**config.mk**
```make
export PLATFORM = sky130hd
export DESIGN_NAME = frame_stream_writer
export DESIGN_NICKNAME = d
export VERILOG_FILES = /design/src/rtl/frame_stream_writer.sv
export SDC_FILE = /design/constraint.sdc
export NUM_CORES = 1
export LEC_CHECK = 0
export ABC_AREA = 1
export BUFFER_PORTS_ARGS = -buffer_cell sky130_fd_sc_hd__buf_2
export CAP_MARGIN = 30
export CORE_AREA = 2 2 54 56
export CTS_CLUSTER_SIZE = 40
export DETAILED_ROUTE_END_ITERATION = 10
export DIE_AREA = 0 0 56 58
export PLACE_DENSITY = 0.93
export REMOVE_ABC_BUFFERS = 1
export SETUP_SLACK_MARGIN = 0.05
export SLEW_MARGIN = 20
export SYNTH_ARGS = -nofsm -noshare
export SYNTH_HDL_FRONTEND = slang
export SYNTH_SLANG_ARGS = --single-unit
```
**constraint.sdc**
```tcl
create_clock -name clk -period 2.64 [get_ports clk]
set_clock_uncertainty 0.2 [all_clocks]
set_input_delay 0.528 -clock clk [delete_from_list [all_inputs] [get_ports clk]]
set_output_delay 0.528 -clock clk [all_outputs]
set_load 0.1 [all_outputs]
```
**src/rtl/frame_stream_writer.sv**
```systemverilog
/******************************************************************************
 * Module   : frame_stream_writer
 * Purpose  : Writes one geometry-checked raster frame from a valid/ready stream
 *            into the windowed pixel FIFO, then hands off to the window reader.
 * Options  : FRAME_WRITER_LINE_CHECK_EN - enforce s_eol on the last column only
 * Revision : 1.0 - initial release
 ******************************************************************************/
`default_nettype none

module frame_stream_writer #(
  parameter int DATA_WIDTH = 8,
  parameter int COLS       = 33,
  parameter int ROWS       = 33,
  parameter int DEPTH      = 4096,
  localparam int COLBITS   = (COLS > 1) ? $clog2(COLS) : 1,
  localparam int ROWBITS   = (ROWS > 1) ? $clog2(ROWS) : 1
) (
  input  logic                  clk,
  input  logic                  rst,
  input  logic                  arm,
  input  logic                  s_valid,
  input  logic [DATA_WIDTH-1:0] s_data,
  input  logic                  s_sof,
  input  logic                  s_eol,
  output logic                  s_ready,
  input  logic                  fifo_full,
  output logic                  w_en,
  output logic [DATA_WIDTH-1:0] data_in,
  output logic                  load_addr,
  input  logic                  window_done,
  output logic                  frame_done,
  output logic                  err,
  output logic [ROWBITS-1:0]    row_idx
);

  localparam logic [2:0] IDLE      = 3'd0;
  localparam logic [2:0] WAIT_SOF  = 3'd1;
  localparam logic [2:0] WRITE     = 3'd2;
  localparam logic [2:0] LOAD      = 3'd3;
  localparam logic [2:0] READ_WAIT = 3'd4;
  localparam logic [2:0] ERR       = 3'd5;

  localparam logic [COLBITS-1:0] c_LAST_COL = COLBITS'(COLS - 1);
  localparam logic [ROWBITS-1:0] c_LAST_ROW = ROWBITS'(ROWS - 1);

  generate
    if (COLS * ROWS > DEPTH - 1) begin : g_depth_check
      $error("frame_stream_writer: COLS*ROWS must not exceed DEPTH-1");
    end
  endgenerate

  logic [2:0]         r_state;
  logic [2:0]         w_next;
  logic [COLBITS-1:0] r_col;
  logic               w_xfer;
  logic               w_in_frame;
  logic               w_sof_err;
  logic               w_eol_err;
  logic               w_bad;
  logic               w_wr;
  logic               w_last;
  logic               w_arm_ok;

  assign s_ready    = ((r_state == WAIT_SOF) || (r_state == WRITE)) && !fifo_full;
  assign w_xfer     = s_valid && s_ready;
  // In WAIT_SOF only the SOF beat belongs to the frame; everything else is dropped.
  assign w_in_frame = (r_state == WRITE) || ((r_state == WAIT_SOF) && s_sof);
  assign w_sof_err  = (r_state == WRITE) && s_sof;

`ifdef FRAME_WRITER_LINE_CHECK_EN
  assign w_eol_err  = (r_col == c_LAST_COL) != s_eol;
`else
  logic w_eol_unused;
  assign w_eol_unused = s_eol;
  assign w_eol_err    = 1'b0;
`endif

  assign w_bad    = w_in_frame && (w_sof_err || w_eol_err);
  assign w_wr     = w_xfer && w_in_frame && !w_bad;
  assign w_last   = (r_col == c_LAST_COL) && (row_idx == c_LAST_ROW);
  assign w_arm_ok = arm && ((r_state == IDLE) || (r_state == ERR));

  always_comb begin
    w_next = r_state;
    case (r_state)
      IDLE:      if (arm) w_next = WAIT_SOF;
      WAIT_SOF,
      WRITE: begin
        if (w_xfer && w_in_frame) begin
          if (w_bad)       w_next = ERR;
          else if (w_last) w_next = LOAD;
          else             w_next = WRITE;
        end
      end
      LOAD:      w_next = READ_WAIT;
      READ_WAIT: if (window_done) w_next = IDLE;
      ERR:       if (arm) w_next = WAIT_SOF;
      default:   w_next = IDLE;
    endcase
  end

  always_ff @(posedge clk or negedge rst) begin
    if (!rst) begin
      r_state    <= IDLE;
      r_col      <= '0;
      row_idx    <= '0;
      w_en       <= 1'b0;
      data_in    <= '0;
      load_addr  <= 1'b0;
      frame_done <= 1'b0;
      err        <= 1'b0;
    end else begin
      r_state   <= w_next;
      w_en      <= w_wr;
      load_addr <= (r_state == LOAD);

      if (w_wr) begin
        data_in <= s_data;
        if (r_col == c_LAST_COL) begin
          r_col   <= '0;
          row_idx <= w_last ? '0 : row_idx + 1'b1;
        end else begin
          r_col <= r_col + 1'b1;
        end
      end

      if (w_arm_ok) begin
        r_col      <= '0;
        row_idx    <= '0;
        frame_done <= 1'b0;
        err        <= 1'b0;
      end

      if (r_state == LOAD)
        frame_done <= 1'b1;
      if ((w_next == ERR) && (r_state != ERR))
        err <= 1'b1;
    end
  end

endmodule

`default_nettype wire

```
==> parameters.txt <==
Parameter                              Value

Global route
  Antenna violations before repair    0
  Remaining global-route overflow    0
  Number of global-route vias before repair    around 1.2k
  Global-route wire length before repair    approximately 4.8 mm
  Total Routing Usage GR    0.182
  Largest net degree at the start of global routing    28

CTS
  CTS max path bufs    2
  Clock tree root driver cell    sky130_fd_sc_hd__clkbuf_4
  CTS tree    yes
  CTS hold repair buffers    1
  Number of cells upsized or downsized after cts    0
  Post-CTS repair timing setup buffer count    0
  Cts bufs inserted    3
  CTS H-tree lvls    1
  Clock slew at reported path FFs    roughly 160 ps
  Source-to-sink clock delay at the later pin of the worst-skew pair    330 ps
  Clk sinks    27

STA
  Peak clock frequency supported by timing    0.408 GHz
  Final setup viols    0
  Headroom to the max-slew limit    0.609
  Min Clock Period, post-route    approximately 2500 ps
  Worst slew pin tran    between 500 and 600 ps
  Share of the clock period used by the worst path after layout    0.930
  Number of hold violations in the final report    0
  Final Max Slew Viols    0
  Setup repair after global routing missed its margin    false
  Final-layout setup total negative slack    0 ps
  Final hold slack    approximately 180 ps

Synthesis
  Seq/Total Area, Yosys    0.469
  EDFF count, synth    0
  Cells after Synth    181
  Async S/R FF share, synth    1.00
  Number of synthesized register bits    27
  Total of warnings raised by yosys    0
  Mean instance size in the synthesized netlist    approximately 8 um2
  Number of different library cells in the post-synthesis netlist    30
  Mapped cell area    1440 um2
  Main synth FF type    sky130_fd_sc_hd__dfrtp_1

Setup path
  Internal reg-to-reg setup slack    ~730 ps
  Worst-path cell with the longest stage delay    sky130_fd_sc_hd__dfrtp_1
  Beginning of the worst register-to-register path    r_state[1]
  Cell count of the worst reg-to-reg path    8
  CP endpoint kind    primary output
  Largest stage delay on the critical path    between 400 and 500 ps
  Critical path required time    around 1900 ps
  Setup CP Type    register to primary output
  CP arrival    about 1700 ps
  Worst-path maximum fanout    5
  Cells traversed along the worst timing path    inv_1, nand3_2, a21oi_4, buf_2
  Startpoint type of the worst setup path    register
  Capture instance of the worst register-to-register path    row_idx[5]

Run
  Max-cap violations    0

Drt
  Vias    ~1.2k
  DRC violations left    0
  Number of DRC violations after detailed-routing iteration 0    39
  Post-DRT Antenna Nets    0
  DR pass1 iterations    4
  Final Routed Wirelength    2.67 mm
  Post-DR wirelength/cell    around 11 um
  Via count normalized by instance count    approximately 5.0

Hold path
  Min-Delay Path Depth    3
  Worst min path class    input port to register
  Hold path startpoint    s_data[6]
  Worst hold path endpoint    data_in[6]

Die
  Die area    ~3200 um2
  Standard cell core area    between 2000 and 3000 um2
  Die Height    around 58 um
  Width of the die    about 56 um
  Total number of placement rows    19
  Effective utilization at floorplan    0.541
  Boundary Pins    35

Finish
  Share of layout cells above drive strength 1    0.231
  Fin nets    around 240
  ANT cells    0
  Fill count    ~250
  Synthesis-to-finish area growth    15.0%
  Cell Count, Final, Fillers Out    around 250

Placement
  Number of cells after detailed placement    242
  Total of buffers placed on input and output ports    33
  Sum of net half-perimeters after detailed placement    1.95 mm
  Routability cong.    0.769

Outcome
  Run status    finished, final reports clean
[through the flow]
stage | utilization | area, um2 | setup WS, ps
after global routing | 0.623 | 1660 | 82.9
after detailed placement | 0.608 | 1620 | 579
final | 0.623 | 1660 | 186
after floorplan | - | 1410 | 371
after CTS | 0.623 | 1660 | 187
after global placement | 0.608 | 1620 | 597
[layout make-up]
cell class,instances,area [um2],share of cell area
flip-flops and latches,27,676,0.408
multi-input cells,133,671,0.405
inverters,18,67.6,0.0408
clock buffers,3,22.5,0.0136
well taps,31,38.8,0.0234
clock inverters,1,7.51,0.00453
repair buffers,34,175,0.106
[worst max-delay path, delay by kind of cell, from the launching register on]
kind,cells,cell delay [ps]
AND/OR/NAND/NOR,1,120
AO/OA/AOI/OAI,1,220
flip-flops,1,470
buffers and inverters,2,590
[synth_stat cells, drive strengths merged, types with 3 or more instances]
cell type,instances,area (um2)
nand2,69,272
dfrtp,27,676
nor2,20,75.1
inv,18,67.6
nand3,17,108
o21ai,7,38.8
ha,4,50.1
a21oi,3,30.0
buf,3,27.5
xor2,3,26.3
[per-layer routing]
| layer | global-route usage | vias to the layer above | share of wire |
|---|---|---|---|
| li1 | - | 641 | - |
| met1 | 0.227 | 553 | 0.47 |
| met2 | 0.326 | 25 | 0.48 |
| met3 | 0.0313 | 4 | 0.033 |
| met4 | 0.0544 | 0 | 0.015 |
| met5 | 0 | - | 0 |
[placed cells by master, fill, tap and decap left out, drive strengths merged, types with 4 or more instances in the layout]
cell type / n
o21ai: 7
dfrtp: 27
nor2: 20
nand2: 69
buf: 33
ha: 4
inv: 18
nand3: 17
[worst max path at each step]
stage                from         end  slack (ps)  cells after the start
6_report       r_state[1]     s_ready         190                      4
5_1_grt        r_state[1]     s_ready          80                      4
4_1_cts        r_state[1]     s_ready         190                      4
3_5_place_dp   r_state[1]     s_ready         580                      4
3_3_place_gp   r_state[1]     s_ready         600                      4
2_1_floorplan  r_state[1]  row_idx[2]         370                      8
[state kept, by name, indices dropped and copies added, names as in the netlist]
register,flops
err,1
load_addr,1
frame_done,1
row_idx,6
w_en,1
r_col,6
r_state,3
data_in,8
[cell families after synthesis]
| kind of cell | after synthesis | synth area share |
|---|---|---|
| buf+inv | 21 | 0.0660 |
| compound gates | 14 | 0.0686 |
| fa+ha+maj | 4 | 0.0347 |
| flops | 27 | 0.469 |
| simple gates | 111 | 0.338 |
| xor+xnor | 4 | 0.0243 |
Power is not shown: default switching activity piles up to over one toggle a cycle in this logic, so the estimate is an artifact.
